### src/rtl/dff_arb_pkg.sv
// Shared types and defaults for the dff_reg_arbiter slice.
// Optional hold-grant feature is built only with DFF_ARB_LOCK_EN.
package dff_arb_pkg;

  typedef enum logic [1:0] {
    IDLE  = 2'd0,
    GRANT = 2'd1,
    ACK   = 2'd2
  } state_t;

  localparam int NREQ_DEF  = 4;
  localparam int WIDTH_DEF = 8;

  // Bits needed to index n requesters.
  function automatic int clog2(input int n);
    int w;
    w = 0;
    for (int i = 0; i < 31; i++) begin
      if ((1 << i) < n) w = i + 1;
    end
    return w;
  endfunction

endpackage

### src/rtl/dff_reg.sv
// WIDTH-bit DFF register with load enable and synchronous active-low reset.
module dff_reg #(
  parameter int WIDTH = 8
) (
  input  logic             clk,
  input  logic             reset,
  input  logic             load,
  input  logic [WIDTH-1:0] d,
  output logic [WIDTH-1:0] q
);

  logic [WIDTH-1:0] q_d;
  logic [WIDTH-1:0] q_q;

  always_comb begin
    q_d = q_q;
    if (load) q_d = d;
  end

  always_ff @(posedge clk) begin
    if (!reset) q_q <= '0;
    else        q_q <= q_d;
  end

  assign q = q_q;

endmodule

### src/rtl/dff_reg_arbiter.sv
// Round-robin arbiter and write sequencer owning the write path of a shared register.
// Define DFF_ARB_LOCK_EN to add the lock port for back-to-back writes by one requester.
//
// state | meaning
// IDLE  | no grant; pick next requester starting from ptr
// GRANT | gnt[win] high; write q if req[win] still high, else abort
// ACK   | gnt[win] and ack[win] high; advance ptr (or re-grant under lock)
module dff_reg_arbiter
  import dff_arb_pkg::*;
#(
  parameter int NREQ  = NREQ_DEF,
  parameter int WIDTH = WIDTH_DEF
) (
  input  logic                  clk,
  input  logic                  reset,
  input  logic [NREQ-1:0]       req,
  input  logic [NREQ*WIDTH-1:0] wdata,
`ifdef DFF_ARB_LOCK_EN
  input  logic [NREQ-1:0]       lock,
`endif
  output logic [NREQ-1:0]       gnt,
  output logic [NREQ-1:0]       ack,
  output logic [WIDTH-1:0]      q,
  output logic                  busy
);

  localparam int PW = clog2(NREQ);

  state_t          state_d, state_q;
  logic [PW-1:0]   win_d, win_q;
  logic [PW-1:0]   ptr_d, ptr_q;
  logic [NREQ-1:0] gnt_d, gnt_q;
  logic [NREQ-1:0] ack_d, ack_q;
  logic            busy_d, busy_q;
  logic            load;
  logic            found;
  int              idx;
  logic [PW-1:0]   ptr_next;

  assign ptr_next = (win_q == PW'(NREQ - 1)) ? '0 : win_q + 1'b1;

  always_comb begin
    state_d = state_q;
    win_d   = win_q;
    ptr_d   = ptr_q;
    load    = 1'b0;
    found   = 1'b0;
    idx     = 0;
    gnt_d   = '0;
    ack_d   = '0;

    case (state_q)
      IDLE: begin
        for (int i = 0; i < NREQ; i++) begin
          idx = int'(ptr_q) + i;
          if (idx >= NREQ) idx = idx - NREQ;
          if (!found && req[idx]) begin
            found = 1'b1;
            win_d = PW'(idx);
          end
        end
        if (found) state_d = GRANT;
      end
      GRANT: begin
        if (req[win_q]) begin
          load    = 1'b1;
          state_d = ACK;
        end else begin
          state_d = IDLE;
        end
      end
      ACK: begin
`ifdef DFF_ARB_LOCK_EN
        if (lock[win_q] && req[win_q]) begin
          state_d = GRANT;
        end else begin
          ptr_d   = ptr_next;
          state_d = IDLE;
        end
`else
        ptr_d   = ptr_next;
        state_d = IDLE;
`endif
      end
      default: state_d = IDLE;
    endcase

    // Outputs are registered: decode them from the next state.
    if (state_d != IDLE) gnt_d[win_d] = 1'b1;
    if (state_d == ACK)  ack_d[win_d] = 1'b1;
    busy_d = (state_d != IDLE);
  end

  always_ff @(posedge clk) begin
    if (!reset) begin
      state_q <= IDLE;
      win_q   <= '0;
      ptr_q   <= '0;
      gnt_q   <= '0;
      ack_q   <= '0;
      busy_q  <= 1'b0;
    end else begin
      state_q <= state_d;
      win_q   <= win_d;
      ptr_q   <= ptr_d;
      gnt_q   <= gnt_d;
      ack_q   <= ack_d;
      busy_q  <= busy_d;
    end
  end

  dff_reg #(.WIDTH(WIDTH)) u_dff_reg (
    .clk   (clk),
    .reset (reset),
    .load  (load),
    .d     (wdata[win_q*WIDTH +: WIDTH]),
    .q     (q)
  );

  assign gnt  = gnt_q;
  assign ack  = ack_q;
  assign busy = busy_q;

endmodule

### config.mk
export PLATFORM = sky130hd
export DESIGN_NAME = dff_reg_arbiter
export DESIGN_NICKNAME = d
export VERILOG_FILES = /design/src/rtl/dff_arb_pkg.sv /design/src/rtl/dff_reg.sv /design/src/rtl/dff_reg_arbiter.sv
export SDC_FILE = /design/constraint.sdc
export NUM_CORES = 1
export LEC_CHECK = 0
export CAP_MARGIN = 20
export CORE_MARGIN = 10
export CORE_UTILIZATION = 35
export CTS_CLUSTER_SIZE = 30
export DETAILED_ROUTE_END_ITERATION = 16
export PLACE_DENSITY = 0.7
export SKIP_CTS_REPAIR_TIMING = 1
export SLEW_MARGIN = 15
export SYNTH_ARGS = -nofsm -noshare
export SYNTH_HDL_FRONTEND = slang
export SYNTH_SLANG_ARGS = --single-unit
### constraint.sdc
create_clock -name clk -period 2.7 [get_ports clk]
set_input_delay 0.81 -clock clk [delete_from_list [all_inputs] [get_ports clk]]
set_output_delay 0.81 -clock clk [all_outputs]
set_load 0.005 [all_outputs]
==> metrics, run 1 <==
outcome complete, no violations; number of global-route vias before repair ~1.3k; Rel. slew slack 0.653; Leakage Power roughly 0.78 nW; crit-path max FO 10; initial antenna violation count 0; Crit-path slowest cell clkdlybuf4s50_1; Post-synth EDFFs 0; VDD IR max 0.000212 V; reg-to-reg critical path startpoint ptr_q[1]; Crit path largest cell delay between 0.6 and 0.7 ns; Net count, final between 200 and 250; Synth top area share 0.343; DRT Wirelength 4160 um; clk buf depth 2; reg2reg setup slack just under 0.7 ns; synthesized instance count 134; final worst slack 0.144 ns; min-delay src u_dff_reg.q[1]; Setup violations, final 0; # Max-Cap Violations 0; Yosys warnings 0; fin crit share 0.947; reg2reg end ack[2]; clock sink count 23; Critical Path Start Type input pin; Final min period 2.56 ns; Synth area leaders dfxtp_1, mux4_2, mux2i_1; Residual DRC 0; hpwl dp about 3400 um; Total Die Area ~6700 sq um; IO Port Bufs 54; ANT cells 0; register area share after synthesis 0.343; arrival time worst endpoint between 2 and 3 ns; Synth cell types 42; netlist area before placement 1340 sq um; htree depth 1; First-pass DRT Iterations 4; CTS tree built; worst reg2reg path depth 5; clk root buf clkbuf_8; total gr overflow 0; Iter 0 DRT Violations 70; Die Ht ~82 um; overall power 915 uW; core area 3690 sq um; post-route insts no fill 239; Crit. End Element register; Slew @ Worst Pin 0.520 ns; pre-CTS setup slack -0.109 ns; Synth Flop Type dfxtp_1; Clock Skew 0.00326 ns; Yosys reg bits 23; Die Wd between 80 and 90 um; Placed Instances between 200 and 250; std cell rows 22; crit-path cells clkdlybuf4s50_1 > and2b_1 > buf_4 > a221oi_1 > o21a_1 > a31oi_1 > nor4_1; Area Overhead vs Synth 49.3%; hold depth 2; Final Max Tran Viols 0; Synthesized Nets about 170; crit path launch req[3]; Wirelength per Cell between 15 and 20 um; Initial Util 0.364; Power Density approximately 460 nW/um^2; vias per inst between 5 and 6; global-route wire length before repair 6530 um; Crit Path Category in -> reg; Routability Congestion roughly 0.86; final hold slack roughly 0.5 ns; total track usage 0.122; IO Count 55; share of cells above drive strength 1 0.168; Final Hold Viols 0; Post-synth ARST share 0; largest net degree at the start of global routing 19; Hold Path End u_dff_reg.q[1]; f_max 391 MHz; Routed Antenna Nets 0; setup repair after global routing missed its margin false; Num CTS Buffers 3; Clk Latency, worst-skew pair 0.26 ns; HP Class reg -> reg; Mean Syn Cell Area ~10 sq um; post-synth top area cell dfxtp_1; CP required 2.88 ns; Clk pin slew, worst setup/hold paths 0.08 ns; via count about 1.3k
## worst max-delay path, delay by kind of cell
family          cells  cell delay [ns]
compound gates      3             0.69
buf+inv             2             0.78
simple gates        2             0.44
## cell type report
type | instances | area (sq um)
inverters | 3 | 11.3
clock buffers | 3 | 41.3
clock inverters | 1 | 5.00
fillers | 334 | 1690
multi-input cells | 97 | 808
repair buffers | 64 | 616
flip-flops and latches | 23 | 460
well taps | 48 | 60.1
## worst max path at each step
stage	slack (ns)	cells after the start	endpoint
global placement	-0.02	6	gnt[3]
detailed placement	-0.11	6	ack[2]
CTS	0.17	6	ack[2]
global route	0.02	7	gnt[0]
finish	0.14	7	ack[0]
floorplan	0.62	6	gnt[0]
## power breakdown
part | switching (mW) | internal (mW) | total, mW
combinational | 0.127 | 0.189 | 0.316
clock | 0.106 | 0.103 | 0.209
sequential | 0.0228 | 0.367 | 0.390
total | 0.256 | 0.659 | 0.915
## cell families after synthesis
kind of cell    Yosys count  synth area share
fa+ha+maj                 1           0.00933
compound gates           25             0.147
flops                    23             0.343
mux                      19             0.226
buf+inv                  14            0.0541
simple gates             52             0.220
## registers in the layout, summed over array words and instances, names as in the netlist
name and flops:
u_dff_reg.q 8, ack 4, gnt 4, ptr_q 2, state_q 2, win_q 2
busy 1
## cells in the final DEF, fill, tap and decap left out, types with 2 or more instances in the layout
| cell | synthesis | routed |
|---|---|---|
| a21oi_1 | 5 | 5 |
| a22oi_1 | 2 | 2 |
| buf_4 | 1 | 10 |
| clkbuf_8 | 0 | 3 |
| clkdlybuf4s50_1 | 0 | 54 |
| dfxtp_1 | 23 | 23 |
| inv_1 | 3 | 3 |
| mux2i_1 | 10 | 10 |
| mux4_2 | 9 | 9 |
| nand2_1 | 4 | 4 |
| nand2b_1 | 6 | 6 |
| nor2_1 | 20 | 20 |
| nor2b_1 | 2 | 2 |
| nor3_1 | 3 | 3 |
| nor3b_2 | 3 | 3 |
| nor4_1 | 3 | 3 |
| o211ai_1 | 3 | 3 |
| o21ai_0 | 3 | 3 |
| o22ai_1 | 2 | 2 |
| or2_2 | 2 | 2 |
## synthesized netlist by cell type (all sizes together) (2+ instances only)
cell and number:
mux4 9, o21ai 3, mux2i 10, o211ai 3
a22oi 2, inv 3, nand2b 6, a31oi 2
nor4 3, nor3b 3, dfxtp 23, buf 10
a31o 2, nor2 20, a21oi 5, nor3 3
nand2 4, o22ai 2, nor2b 2, or2 2
## through the flow
step / TNS, ns / instance area, sq um / utilization
3_3_place_gp: -0.0272 / 1960 / 0.530
3_5_place_dp: -0.648 / 1960 / 0.530
2_1_floorplan: 0 / 1340 / -
5_1_grt: 0 / 2000 / 0.543
4_1_cts: 0 / 2000 / 0.543
6_report: 0 / 2000 / 0.543
## routing by layer
layer  vias up  GRT usage  part of all wire
met2        62      0.214              0.46
met3         7     0.0284             0.080
li1        610          -                 -
met4         0     0.0306            0.0091
met5         -          0                 0
met1       605      0.147              0.45
No activity file was read; power rests on OpenSTA's default activity.
==> run 2, diff against run 1 <==
Settings changed: ABC_CLOCK_PERIOD_IN_PS from default to 2700.
==> results of run 2 <==
The final DEF is identical to that of run 1; final timing and power are the same.
==> RTL edit: new RTL, config.mk and constraints of run 1 <==
Change the package constant `WIDTH_DEF` from 8 to 10.
--- a/src/rtl/dff_arb_pkg.sv
+++ b/src/rtl/dff_arb_pkg.sv
@@ -9,7 +9,7 @@
   } state_t;
 
   localparam int NREQ_DEF  = 4;
-  localparam int WIDTH_DEF = 8;
+  localparam int WIDTH_DEF = 10;
 
   // Bits needed to index n requesters.
   function automatic int clog2(input int n);
Ports: changed (resized q and wdata); port bits go from 55 to 65. No check against the original RTL was run, so the function may have changed too.
==> RTL edit against run 1 <==
- wire length rose by 9.7%
- highest routed layer unchanged
- first-iteration DRC count shrank 43%
- worst setup slack worse by 0.016 ns
- core utilization rose by 1.9 points
- total power is 6.5% higher
- sequential cell count is 2 higher
- clock power is 2% higher
- synthesized area rose by 14%
- synthesized cell count up 9.7%
- largest cell class unchanged
- critical path depth is the same
- critical endpoint is now ack[3]
- cell area up 15%
- register-to-register slack worse by 0.09 ns
- count of clock-buffer cells in the layout did not move
==> RTL edit: results (changes against run 1) <==
- Nets: 264 (+14%)
- Crit-path max FO: 10 (unchanged)
- Post-synth cell types: 45 (+7.1%)
- R2R Setup Slk: 0.59 ns (-0.09 ns)
- Net Count, Synth: 194 (+12%)
- Wirelength per Cell: 17.16 µm (-1.5%)
- Synthesized instance count: 147 (+9.7%)
- Vias: 1,425 (+11%)
- N_diodes: 0 (unchanged)
- Drt first-iter violations: 40 (-43%)
- Share of post-route cells with drive strength above 1: 0.1620 (-0.005502)
- Final Wtd Congestion: 0.8445 (-1.8%)
- VDD IR max: 0.2080 mV (-1.9%)
- Initial antenna violation count: 0 (unchanged)
- Seq/Total Area, Yosys: 0.3276 (-0.01568)
- First-pass GRT wire length: 7.465 mm (+14%)
- Max FFs per register: 10 (+2)
- Warnings from Yosys: 0 (unchanged)
- Slew at the pin closest to its max-slew limit: 0.5820 ns (+0.06156 ns)
- All-layer global routing usage: 0.1213 (-0.0009592)
- Worst skew pair latency: 0.26 ns (about the same)
- Worst min path class: flip-flop to flip-flop
- Lkg Pwr: 0.8373 nW (+8.0%)
- CTS root buf: clkbuf_8
- Clock transition at the registers of the reported paths: 0.08 ns (about the same)
- 1st-pass router iterations: 4 (unchanged)
- Port Buf Inserts: 64 (+19%)
- CTS Buf Count: 3 (unchanged)
- CP Data Arrival Time: 2.78 ns (+0.05 ns)
- # fillers: 335 (+0.30%)
- H-tree depth: 1 (unchanged)
- Detailed Route WL: 4.565 mm (+9.7%)
- Synth area leaders: dfxtp_1, mux4_2, mux2i_1
- Largest net degree at the start of global routing: 19 (unchanged)
- DP Wirelength: 3.819 mm (+13%)
- Synth async-reset ratio: 0 (unchanged)
- Clk buf depth: 2 (unchanged)
- Top cells by count, synth: dfxtp_1, nor2b_1, mux2i_1
- Number of global-route vias before repair: 1,592 (+23%)
- Status: complete, no violations
- Clk_skew: 0.003164 ns (-0.00009875 ns)
RTL edit: changes by cell type after synthesis, moves of 3 or more:
cell / change
nor3b_1: +3
nor4_1: -3
mux2i_1: +3
nor2_1: -15
inv_1: +4
and2_1: +3
nor2b_1: +14
clkbuf_1: +3
nand2b_1: -5
RTL edit: final timing paths:
check        cells past startpoint             end           start
max                              7          ack[3]          req[3]
min                              2  u_dff_reg.q[1]  u_dff_reg.q[1]
max reg2reg                      5          ack[3]        ptr_q[1]
min reg2reg                      2  u_dff_reg.q[1]  u_dff_reg.q[1]
RTL edit: per-layer routing:
layer	up-vias	share of wire	global-route usage
met5	-	0	0
met4	0	0.013	0.03293
met3	6	0.10	0.05866
met2	59	0.49	0.2143
met1	674	0.39	0.1239
li1	686	-	-
RTL edit: cell families after synthesis:
family | after synthesis | share of synthesized area
flops | 25 | 0.3276
compound gates | 28 | 0.1515
mux | 24 | 0.2400
fa+ha+maj | 1 | 0.008189
buf+inv | 19 | 0.06060
simple gates | 50 | 0.2121
RTL edit: area by class of cell:
cell class / count / area (µm²) / area share
inverter: 7 / 26.28 / 0.01137
timing repair buffer: 77 / 740.7 / 0.3205
multi-input combinational: 103 / 934.6 / 0.4044
sequential: 25 / 500.5 / 0.2166
clock inverter: 1 / 5.005 / 0.002166
clock buffer: 3 / 41.29 / 0.01787
tap: 50 / 62.56 / 0.02707
RTL edit: power by group:
group	total, W	switching [W]	internal [W]
clock	0.000214	0.000111	0.000103
sequential	0.000423	0.0000247	0.000398
combinational	0.000338	0.000132	0.000206
total	0.000975	0.000268	0.000707
RTL edit: worst max-delay path, cell delays in order:
cell	delay (ns)
clkdlybuf4s50_1	0.50
buf_4	0.21
and3b_1	0.20
a21oi_1	0.05
o41a_1	0.32
a32oi_2	0.42
and4_1	0.26
RTL edit: metrics by stage:
step                      setup TNS, ns  hold slack (ns)  total power [W]  cell area [µm²]  worst slack [ns]
final                                 0           0.5224        0.0009750             2311            0.1277
after global placement          -0.8331           0.4983        0.0007626             2262           -0.1106
after global routing                  0           0.5663         0.001027             2311           0.03093
after detailed placement         -1.421           0.5083        0.0007724             2262           -0.1706
after floorplan                       0           0.5073        0.0006102             1528            0.5544
after CTS                             0           0.5276        0.0009887             2308            0.1043
